[src/rtl/prim_clock_gate_ctrl.sv]
// rtl/prim_clock_gate_ctrl.sv - enable controller for a clock-gating primitive
// Runs on the ungated clock; idles, requests quiesce, gates, and wakes with a minimum on-time.

module prim_clock_gate_ctrl #(
  parameter int IdleCycles = 16,
  parameter int HoldCycles = 8,
  parameter int CntW       = 16
) (
  input  logic            clk_i,
  input  logic            rst_i,
  input  logic            gate_en_i,
  input  logic            activity_i,
  input  logic            wake_i,
  input  logic            ack_i,
  output logic            req_o,
  output logic            clk_en_o,
  output logic            gated_o,
  output logic [CntW-1:0] wake_cnt_o
);

  localparam int IdleW = $clog2(IdleCycles + 1);
  localparam int HoldW = (HoldCycles > 0) ? $clog2(HoldCycles + 1) : 1;
  localparam logic [IdleW-1:0] IdleLast = IdleW'(IdleCycles - 1);
  localparam logic [HoldW-1:0] HoldLoad = HoldW'(HoldCycles);

  typedef enum logic [1:0] {
    ST_RUN,
    ST_QREQ,
    ST_GATED,
    ST_WAKE
  } state_t;

  state_t            r_state;
  state_t            w_state_nxt;
  logic [IdleW-1:0]  r_idle_cnt;
  logic [IdleW-1:0]  w_idle_nxt;
  logic [HoldW-1:0]  r_hold_cnt;
  logic [HoldW-1:0]  w_hold_nxt;
  logic [CntW-1:0]   r_wake_cnt;
  logic [CntW-1:0]   w_wake_nxt;
  logic              r_clk_en;
  logic              r_req;
  logic              r_gated;
  logic              w_wake_cond;

  assign w_wake_cond = activity_i | wake_i | ~gate_en_i;

  always_comb begin
    w_state_nxt = r_state;
    w_idle_nxt  = r_idle_cnt;
    w_hold_nxt  = r_hold_cnt;
    w_wake_nxt  = r_wake_cnt;
    case (r_state)
      ST_RUN: begin
        if (r_hold_cnt != '0) begin
          w_hold_nxt = r_hold_cnt - 1'b1;
          w_idle_nxt = '0;
        end else if (w_wake_cond) begin
          w_idle_nxt = '0;
        end else if (r_idle_cnt == IdleLast) begin
          w_state_nxt = ST_QREQ;
          w_idle_nxt  = '0;
        end else begin
          w_idle_nxt = r_idle_cnt + 1'b1;
        end
      end
      // An abort wins over a simultaneous ack so the clock is never cut under live work.
      ST_QREQ: begin
        if (w_wake_cond) begin
          w_state_nxt = ST_WAKE;
        end else if (ack_i) begin
          w_state_nxt = ST_GATED;
        end
      end
      ST_GATED: begin
        if (w_wake_cond) begin
          w_state_nxt = ST_WAKE;
          if (r_wake_cnt != '1) begin
            w_wake_nxt = r_wake_cnt + 1'b1;
          end
        end
      end
      ST_WAKE: begin
        if (!ack_i) begin
          w_state_nxt = ST_RUN;
          w_hold_nxt  = HoldLoad;
        end
      end
      default: begin
        w_state_nxt = ST_RUN;
      end
    endcase
  end

  // Outputs are registered from the next state so they change only on clock edges.
  always_ff @(posedge clk_i) begin
    if (rst_i) begin
      r_state    <= ST_RUN;
      r_idle_cnt <= '0;
      r_hold_cnt <= '0;
      r_wake_cnt <= '0;
      r_clk_en   <= 1'b1;
      r_req      <= 1'b0;
      r_gated    <= 1'b0;
    end else begin
      r_state    <= w_state_nxt;
      r_idle_cnt <= w_idle_nxt;
      r_hold_cnt <= w_hold_nxt;
      r_wake_cnt <= w_wake_nxt;
      r_clk_en   <= (w_state_nxt != ST_GATED);
      r_req      <= (w_state_nxt == ST_QREQ) || (w_state_nxt == ST_GATED);
      r_gated    <= (w_state_nxt == ST_GATED);
    end
  end

  assign clk_en_o   = r_clk_en;
  assign req_o      = r_req;
  assign gated_o    = r_gated;
  assign wake_cnt_o = r_wake_cnt;

endmodule
[config.mk]
export PLATFORM = sky130hd
export DESIGN_NAME = prim_clock_gate_ctrl
export DESIGN_NICKNAME = d
export VERILOG_FILES = /design/src/rtl/prim_clock_gate_ctrl.sv
export SDC_FILE = /design/constraint.sdc
export NUM_CORES = 1
export LEC_CHECK = 0
export BUFFER_PORTS_ARGS = -buffer_cell sky130_fd_sc_hd__buf_2
export CAP_MARGIN = 20
export CORE_MARGIN = 2
export CORE_UTILIZATION = 45
export CTS_CLUSTER_SIZE = 28
export DETAILED_ROUTE_END_ITERATION = 16
export GPL_TIMING_DRIVEN = 0
export HOLD_SLACK_MARGIN = 0.12
export PLACE_DENSITY_LB_ADDON = 0.2
export SYNTH_ARGS = -nofsm -noshare
export SYNTH_HDL_FRONTEND = slang
export SYNTH_SLANG_ARGS = --single-unit
[constraint.sdc]
create_clock -name clk_i -period 2 [get_ports clk_i]
set_clock_uncertainty 0.05 [all_clocks]
set_input_delay 0.4 -clock clk_i [delete_from_list [all_inputs] [get_ports clk_i]]
set_output_delay 0.4 -clock clk_i [all_outputs]
set_load 0.02 [all_outputs]
==> impl_results.md, run 1 <==
* Slew Limit Fails at 0
* HPWL Detailed at 2500 um
* CTS tree: done
* WHS Path Cells at 3
* Placed Instance Area at 1740 um2
* Storage cell area at 628 um2
* Critical-path top delay cell: or4_1
* Power Density at 769 nW/um2
* RSZ-0062 raised after global routing: yes
* Crit-path leading delay family: simple AND/OR/NAND/NOR gates
* Status: complete, but fails checks
* Worst-path clk slew at 0.10 ns
* RR Endpoint: req_o$_SDFF_PP0_
* Vias in the first global route at 1413
* DRT iter0 DRCs at 111
* Critical Path Source Type: flip-flop
* Hold Path Origin: activity_i
* Die area at 3920 um2
* Inserted Clock Buffers at 5
* Buffers and inverters on the worst path at 1
* Total Routing Usage GR at 19.2%
* CTS Sinks at 30
* Routability congestion estimate at 0.775
* Initial antenna violation count at 0
* Worst-Skew Late Latency at 0.33 ns
* Boundary pin count at 25
* Worst Path Max Fanout at 2
* Mapped Nets at 189
* Worst EP arrival at 2.32 ns
* Vias/cell at 5.66
* CTS max path bufs at 2
* Via count at 1516
* Cell count of the worst reg-to-reg path at 7
* Largest area contributor in the netlist: dfxtp_1
* Critical path depth in cells at 7
* Max Cap Violations at 0
* Overflow after GRT at 0
* WS Path Type: flip-flop to flip-flop
* Critical Path Most Common Cell: ha_4
* Wirelength per Cell at 13.6 um
* Detail Route Antenna Nets at 0
* Synth Instances at 179
* Hold WS at 0.340 ns
* WL final at 3640 um
* Relative slew slack at 56.6%
* CP max stage delay at 0.48 ns
* Hold crit path type: primary input to flip-flop
* Synth Register Bits at 30
* First-pass GRT wire length at 6180 um
* Reg2Reg Setup Slack at -0.13 ns
* Worst Path Required at 2.19 ns
* # setup viols final at 2
* Share of Yosys cell area claimed by the top area cell type at 38.9%
* TritonRoute pass-1 iters at 4
* Synth cell count leaders: dfxtp_1, a21oi_1, nor2_1, nand3_1, or4_1
* Synth area leaders: dfxtp_1, a21oi_1, or4_1, o31ai_1, ha_1
* Fin crit share at 107%
* Worst r2r src: r_hold_cnt[0]$_SDFFE_PP0P_
* Ys flop type: dfxtp_1
* Layout cells sized above 1 at 36.9%
* Final Hold Fails at 0
* Initial Utilization at 46.7%
* Pin count of the biggest net entering global routing at 11
* Setup WS post-layout at -0.133 ns
* Mapped cell area at 1550 um2
* Post-layout util at 60.5%
* # diodes at 0
* H-tree levels at 2
* Seq/Total Area, Yosys at 38.9%
* Core Box Area at 3310 um2
* Final #Nets at 231
* Fmax at 469 MHz
* Row cnt at 21
* Peak supply drop at 0.460 mV
* Critical Path Sink Type: flip-flop
* Area of the multi-input gates at 956 um2
* Hold endpoint: clk_en_o$_SDFF_PP1_
* Synth cell types at 41
* # DRC at 0
* Async SR Flop Fraction at 0%
* Failing checks: setup timing
* YS warnings at 0
* Hold_buf cts at 0
* # port buffers at 24
* Slew @ Worst Pin at 0.646 ns
* CP cell instances: inv_2, ha_4, or3b_4, or4_1, a22o_1, ha_4, nor2_4
* Post-synth EDFFs at 0
* Final instance area at 2000 um2
* P&R area growth vs syn at 29.6%
* Chip Width at 62.6 um
* Clock Tree Root: clkbuf_4
* Top-count cell post-synth: dfxtp_1
* Average cell area after synthesis at 8.63 um2
* FILL cells at 303
* Period minus WS final at 2.13 ns
* Leakage at 0.760 nW
* Die Span Y at 62.6 um
[final cells by class]
cell class | count | share of cell area [%]
timing repair buffer | 36 | 10.5
buffer | 9 | 3.19
clock inverter | 1 | 0.250
sequential | 30 | 31.4
inverter | 7 | 1.31
multi-input combinational | 132 | 47.8
clock buffer | 7 | 2.75
tap | 46 | 2.88
[cells by family after synthesis]
kind of cell / after synthesis / synth area share, %
DFF: 30 / 38.9
xor gates and xnor gates: 2 / 1.13
muxes: 3 / 2.19
buffers and inverters: 17 / 5.75
and+or+nand+nor: 78 / 31.3
AOI/OAI and AO/OA: 45 / 17.6
adders and majority gates: 4 / 3.24
[what timing repair did]
| item | 4_1_cts | 5_1_grt |
|---|---|---|
| gates cloned | 0 | 0 |
| resized for setup | 13 | 20 |
| pin swaps | 5 | 10 |
| endpoints found under the setup margin | 12 | 10 |
| buffers inserted | 4 | 8 |
[state kept, by name, summed over array words and instances, names as in the netlist]
signal and cells:
req_o 1, clk_en_o 1, wake_cnt_o 16, gated_o 1
r_state 2, r_idle_cnt 5, r_hold_cnt 4
[worst max path at each step]
stage,start,to,slack (ns)
after floorplan,r_hold_cnt[0]$_SDFFE_PP0P_,req_o$_SDFF_PP0_,-0.09
after global placement,wake_i,req_o$_SDFF_PP0_,-0.19
after detailed placement,wake_i,req_o$_SDFF_PP0_,-0.21
after CTS,r_hold_cnt[1]$_SDFFE_PP0P_,req_o$_SDFF_PP0_,-0.14
after global routing,r_hold_cnt[0]$_SDFFE_PP0P_,req_o$_SDFF_PP0_,-0.17
final,r_hold_cnt[0]$_SDFFE_PP0P_,req_o$_SDFF_PP0_,-0.13
[layer usage]
layer / up-vias / track usage (%) / share of wire [%]
met4: 0 / 4.17 / 0.83
li1: 761 / - / -
met2: 28 / 32.9 / 49
met5: - / 0 / 0
met3: 5 / 5.77 / 4.0
met1: 722 / 23.9 / 46
[per-stage QoR]
stage | instances | TNS, ns | power, mW | setup slack, ns
floorplan | 179 | -0.150 | 0.965 | -0.0855
finish | 268 | -0.238 | 1.54 | -0.133
detailed placement | 249 | -1.08 | 1.04 | -0.206
CTS | 260 | -0.253 | 1.49 | -0.140
global placement | 249 | -0.910 | 1.02 | -0.191
global route | 268 | -0.307 | 1.64 | -0.168
[worst register-to-register path: stages (launching register included)]
cell	delay [ns]
dfxtp_2	0.34
inv_2	0.07
ha_4	0.13
or3b_4	0.38
or4_1	0.48
a22o_1	0.27
ha_4	0.28
nor2_4	0.03
[power breakdown]
| part | total, mW | switching (mW) | internal, mW |
|---|---|---|---|
| logic | 0.485 | 0.231 | 0.254 |
| clock network | 0.379 | 0.209 | 0.170 |
| registers | 0.675 | 0.0371 | 0.638 |
[layout by cell type, fill, tap and decap left out, types with 3 or more instances in the layout]
| master | synthesis | routed |
|---|---|---|
| o21ai_0 | 8 | 8 |
| nand3_1 | 10 | 9 |
| dfxtp_2 | 0 | 4 |
| clkbuf_1 | 4 | 4 |
| buf_2 | 1 | 24 |
| nand4_1 | 5 | 5 |
| dfxtp_4 | 0 | 6 |
| nand2b_1 | 3 | 3 |
| or4_1 | 10 | 8 |
| nor3b_1 | 3 | 3 |
| and2_1 | 3 | 3 |
| inv_1 | 7 | 5 |
| buf_4 | 2 | 16 |
| nand2_1 | 6 | 6 |
| nor2_1 | 11 | 10 |
| clkbuf_4 | 0 | 5 |
| dfxtp_1 | 30 | 20 |
| a21oi_1 | 21 | 21 |
| mux2_2 | 3 | 3 |
| or3_1 | 3 | 3 |
| nor4_1 | 5 | 3 |
| ha_4 | 0 | 3 |
| o31ai_1 | 9 | 9 |
| nor3_1 | 3 | 3 |
Power figures use the tool's default switching activity.
==> run 2, diff against run 1 <==
Settings changed: CORE_UTILIZATION 45 to 50, SETUP_SLACK_MARGIN set to 0.15.
==> run 2 against run 1 <==
Net effect:
- the run still ends with setup timing left
- first-iteration DRC count fell by 13%
- worst setup slack improved by 0.040 ns
- clock power rose by 1%
- critical path depth did not move
- largest power group unchanged
==> impl_results.md, run 2 (synthesis gave the netlist of run 1 again) <==
* Status: complete, but fails checks
* Failing checks: setup timing
* Hold endpoint: clk_en_o$_SDFF_PP1_
* # setup viols final at 2
* CTS tree: done
* Global Route met2 Usage at 44.7%
* Switching Share at 31.4%
* Hold_buf cts at 0
* Clock power frac at 24.9%
* Critical-path top delay cell: or4_1
* Post-layout util at 73.6%
* P&R area growth vs syn at 43.0%
* Sequential Power Share at 44.1%
* RSZ-0062 raised after global routing: yes
* Most frequent cells in the layout: buf_2, dfxtp_1, buf_4, a21oi_1
* Max reg flops at 16
* Worst Path Max Fanout at 2
* Die Span Y at 59.6 um
* Power Density at 695 nW/um2
* Critical Path Sink Type: flip-flop
* Setup WS post-layout at -0.0927 ns
* Peak supply drop at 0.465 mV
* Final Hold Fails at 0
* Sw Pwr at 0.482 mW
* Wirelength per Cell at 17.0 um
* Overflow after GRT at 0
* Hold Path Origin: activity_i
* DRT iter0 DRCs at 97
* Initial antenna violation count at 0
* Dpl ws at -0.172 ns
* Critical Path Source Type: flip-flop
* Boundary pin count at 25
* Worst-Skew Late Latency at 0.34 ns
* Setup_tns at -0.174 ns
* Critical path depth in cells at 7
* Period minus WS final at 2.09 ns
* Relative slew slack at 66.1%
* Hold crit path type: primary input to flip-flop
* H-tree levels at 2
* WL final at 4530 um
* Worst Path Required at 2.19 ns
* Worst-path clk slew at 0.09 ns
* WS Path Type: flip-flop to flip-flop
* Inserted Clock Buffers at 5
* # DRC at 0
* Fin crit share at 105%
* Leakage at 0.862 nW
* Die area at 3550 um2
* Slew Limit Fails at 0
* CP max stage delay at 0.49 ns
* Met3 Use GR at 6.99%
* First-pass GRT wire length at 6770 um
* Max Cap Violations at 0
* TritonRoute pass-1 iters at 6
* Worst EP arrival at 2.28 ns
* Chip Width at 59.6 um
* WHS Path Cells at 3
* Total Routing Usage GR at 25.9%
* Via count at 1659
* CTS max path bufs at 2
* Reg2Reg Setup Slack at -0.09 ns
* Buffers and inverters on the worst path at 1
* Layout cells sized above 1 at 47.9%
* GR peak layer: met2
* Detail Route Antenna Nets at 0
* Crit-path leading delay family: simple AND/OR/NAND/NOR gates
* Power, Total at 1.54 mW
* Core Box Area at 3000 um2
* Logic gate share of total power at 30.9%
* # diodes at 0
* Vias in the first global route at 1482
* RR Endpoint: req_o$_SDFF_PP0_
* Met1 usage at 30.1%
* Final #Nets at 243
* Fmax at 478 MHz
* HPWL Detailed at 2600 um
* Slew @ Worst Pin at 0.509 ns
* Pin count of the biggest net entering global routing at 11
* Internal Power at 1.05 mW
* # port buffers at 24
* Vias/cell at 6.21
* Row cnt at 20
* Hold WS at 0.293 ns
* Worst r2r src: r_hold_cnt[0]$_SDFFE_PP0P_
* Clock Tree Root: clkbuf_4
* Initial Utilization at 51.5%
* CP cell instances: inv_2, ha_4, or3b_4, or4_1, a22o_1, ha_1, nor2_1
* CTS Sinks at 30
* Most common cell after layout, fill and taps aside: buf_2
* FILL cells at 221
* Routability congestion estimate at 0.781
* Cell count of the worst reg-to-reg path at 7
run 2: cell type report:
type                    instances  area (um2)  area share (%)
plain buffers                  10         100            4.53
clock buffers                   7        55.1            2.49
clock inverters                 1        5.00           0.227
inverters                       7        26.3            1.19
multi-input cells             132        1050            47.3
flip-flops and latches         30         627            28.4
well taps                      33        41.3            1.87
repair buffers                 47         309            14.0
run 2: power by group through the flow:
stage	registers [mW]	logic [mW]	clock network [mW]
CTS	0.677	0.457	0.385
finish	0.678	0.475	0.383
global route	0.685	0.532	0.422
detailed placement	0.700	0.371	0
global placement	0.695	0.351	0
floorplan	0.699	0.286	0
run 2: worst register-to-register path, delay by kind of cell, from the launching register on:
kind            cells  cell delay, ns
compound gates      1            0.25
flops               1            0.33
fa+ha+maj           2            0.41
simple gates        3            0.89
buf+inv             1            0.06
run 2: metal layers:
metal	share of wire, %	wire [um]
met4	3.1	142
met1	39	1750
met2	52	2370
met5	0	0
met3	6.1	277
run 2: worst max path at each step:
stage                       endpoint                        from
CTS                 req_o$_SDFF_PP0_  r_hold_cnt[0]$_SDFFE_PP0P_
floorplan           req_o$_SDFF_PP0_  r_hold_cnt[1]$_SDFFE_PP0P_
global placement    req_o$_SDFF_PP0_                      wake_i
global route        req_o$_SDFF_PP0_  r_hold_cnt[0]$_SDFFE_PP0P_
finish              req_o$_SDFF_PP0_  r_hold_cnt[0]$_SDFFE_PP0P_
detailed placement  req_o$_SDFF_PP0_  r_hold_cnt[1]$_SDFFE_PP0P_
run 2: through the flow:
step | instances | instance area (um2)
floorplan | 179 | 1610
global placement | 236 | 1770
detailed placement | 236 | 1770
CTS | 263 | 2060
global route | 267 | 2210
finish | 267 | 2210
run 2: repair_timing:
action	in CTS	in global routing
resized for setup	21	32
cloned	0	1
pin swaps	8	9
setup buffers	19	3
endpoints found under the setup margin	13	19
==> run 3, diff against run 2 <==
--- a/constraint.sdc
+++ b/constraint.sdc
@@ -4,2 +4,2 @@
 set_output_delay 0.4 -clock clk_i [all_outputs]
-set_load 0.02 [all_outputs]
+set_load 0.1 [all_outputs]
==> run 3 against run 2 <==
Net effect:
- the run still ends with setup timing left
- worst setup slack worse by 0.019 ns
- clock power hardly changed
- global-route usage is 2.3 points lower
- worst hold slack better by 0.031 ns
- power is 5.2% higher
- non-clock buffer count is 10 lower
- count of clock-buffer cells in the layout stayed put
- combinational power is 19% higher
- first-iteration DRC count is 5.2% higher
==> impl_results.md, run 3 (synthesis gave the netlist of run 1 again) <==
* HPWL Detailed at 2560 um
* H-tree levels at 2
* Fmax at 473 MHz
* Worst r2r src: r_hold_cnt[1]$_SDFFE_PP0P_
* First-pass GRT wire length at 6350 um
* Placed cells at 236
* Row cnt at 20
* Slew @ Worst Pin at 0.575 ns
* Hold endpoint: clk_en_o$_SDFF_PP1_
* Peak supply drop at 0.404 mV
* Relative slew slack at 61.6%
* Overflow after GRT at 0
* Post-route insts no fill at 257
* Final #Nets at 233
* Die area at 3550 um2
* Setup WS post-layout at -0.112 ns
* Post-layout util at 71.3%
* Hold Path Origin: activity_i
* Routability congestion estimate at 0.898
* Most common cell after layout, fill and taps aside: buf_2
* Reg2Reg Setup Slack at -0.11 ns
* Cell count of the worst reg-to-reg path at 7
* CTS max path bufs at 2
* RSZ-0062 raised after global routing: yes
* # diodes at 0
* Slew Limit Fails at 0
* Fin crit share at 106%
* Via count at 1595
* Detail Route Antenna Nets at 0
* Period minus WS final at 2.11 ns
* Final Hold Fails at 0
* WHS Path Cells at 3
* Max Cap Violations at 0
* Worst Path Max Fanout at 2
* Most frequent cells in the layout: buf_2, a21oi_1, dfxtp_4, buf_4
* FILL cells at 218
* Hold_buf cts at 0
* RR Endpoint: req_o$_SDFF_PP0_
* TritonRoute pass-1 iters at 4
* Core Box Area at 3000 um2
* Vias in the first global route at 1499
* Worst EP arrival at 2.35 ns
* Dpl ws at -0.165 ns
* Total Routing Usage GR at 23.5%
* Max reg flops at 16
* Final instance area at 2140 um2
* DRT iter0 DRCs at 102
* Status: complete, but fails checks
* Chip Width at 59.6 um
* Worst-path clk slew at 0.10 ns
* Leakage at 0.811 nW
* Worst Path Required at 2.24 ns
* # port buffers at 24
* Critical Path Sink Type: flip-flop
* Boundary pin count at 25
* Critical Path Source Type: flip-flop
* Initial antenna violation count at 0
* Failing checks: setup timing
* Wirelength per Cell at 15.7 um
* Clock Tree Root: clkbuf_4
* CTS Sinks at 30
* WS Path Type: flip-flop to flip-flop
* # DRC at 0
* Vias/cell at 6.21
* Pin count of the biggest net entering global routing at 11
* Layout cells sized above 1 at 49.6%
* CTS tree: done
* Storage cell area at 666 um2
* Worst-Skew Late Latency at 0.34 ns
* P&R area growth vs syn at 38.6%
* Hold crit path type: primary input to flip-flop
* WL final at 4030 um
* Area of the multi-input gates at 1040 um2
* Placed Instance Area at 1820 um2
* # setup viols final at 3
* Power Density at 754 nW/um2
* Die Span Y at 59.6 um
* Initial Utilization at 51.5%
* Inserted Clock Buffers at 5
==> run 3: metal layers <==
metal  vias up  global-route usage (%)  wire (um)
met5         -                       0          0
met4         0                    12.4         77
met3        10                    5.24        170
met2        49                    39.2       2040
met1       769                    28.1       1740
li1        767                       -          -
==> run 3: power by group <==
group	internal [mW]	switching, mW
registers	0.625	0.0410
logic	0.266	0.298
clock network	0.170	0.216
==> run 3: repair_timing <==
item / in CTS / in global routing
pin swaps: 4 / 5
endpoints found under the setup margin: 18 / 19
buffers inserted: 9 / 4
hold endpoints to repair: 0 / 0
resized for setup: 8 / 33
==> run 3: worst max-delay path, cell delays in order, from the launching register on <==
cell,delay (ns)
dfxtp_2,0.34
inv_2,0.07
ha_4,0.13
or3b_4,0.37
or4_1,0.47
a22o_1,0.25
ha_1,0.28
nor2_1,0.09
==> run 3: through the flow <==
stage / power, mW / hold slack (ns) / TNS (ns)
finish: 1.62 / 0.324 / -0.247
global route: 1.70 / 0.353 / -0.480
CTS: 1.52 / 0.310 / -0.132
detailed placement: 1.09 / 0.427 / -0.629
global placement: 1.07 / 0.414 / -0.351
floorplan: 1.01 / 0.399 / -0.285
==> run 3: final cells by class <==
| class | instances | area share, % |
|---|---|---|
| plain buffers | 10 | 4.21 |
| clock buffers | 7 | 2.57 |
| clock inverters | 1 | 0.234 |
| inverters | 7 | 1.23 |
| multi-input cells | 132 | 48.4 |
| flip-flops and latches | 30 | 31.1 |
| well taps | 33 | 1.93 |
| repair buffers | 37 | 10.3 |
==> run 3: worst max path at each step <==
stage / end / slack [ns] / from
2_1_floorplan: wake_cnt_o[10]$_SDFFE_PP0P_ / -0.08 / wake_cnt_o[1]$_SDFFE_PP0P_
3_3_place_gp: req_o$_SDFF_PP0_ / -0.15 / r_hold_cnt[1]$_SDFFE_PP0P_
3_5_place_dp: req_o$_SDFF_PP0_ / -0.16 / r_hold_cnt[1]$_SDFFE_PP0P_
4_1_cts: req_o$_SDFF_PP0_ / -0.08 / r_hold_cnt[0]$_SDFFE_PP0P_
5_1_grt: req_o$_SDFF_PP0_ / -0.18 / r_hold_cnt[1]$_SDFFE_PP0P_
6_report: req_o$_SDFF_PP0_ / -0.11 / r_hold_cnt[1]$_SDFFE_PP0P_
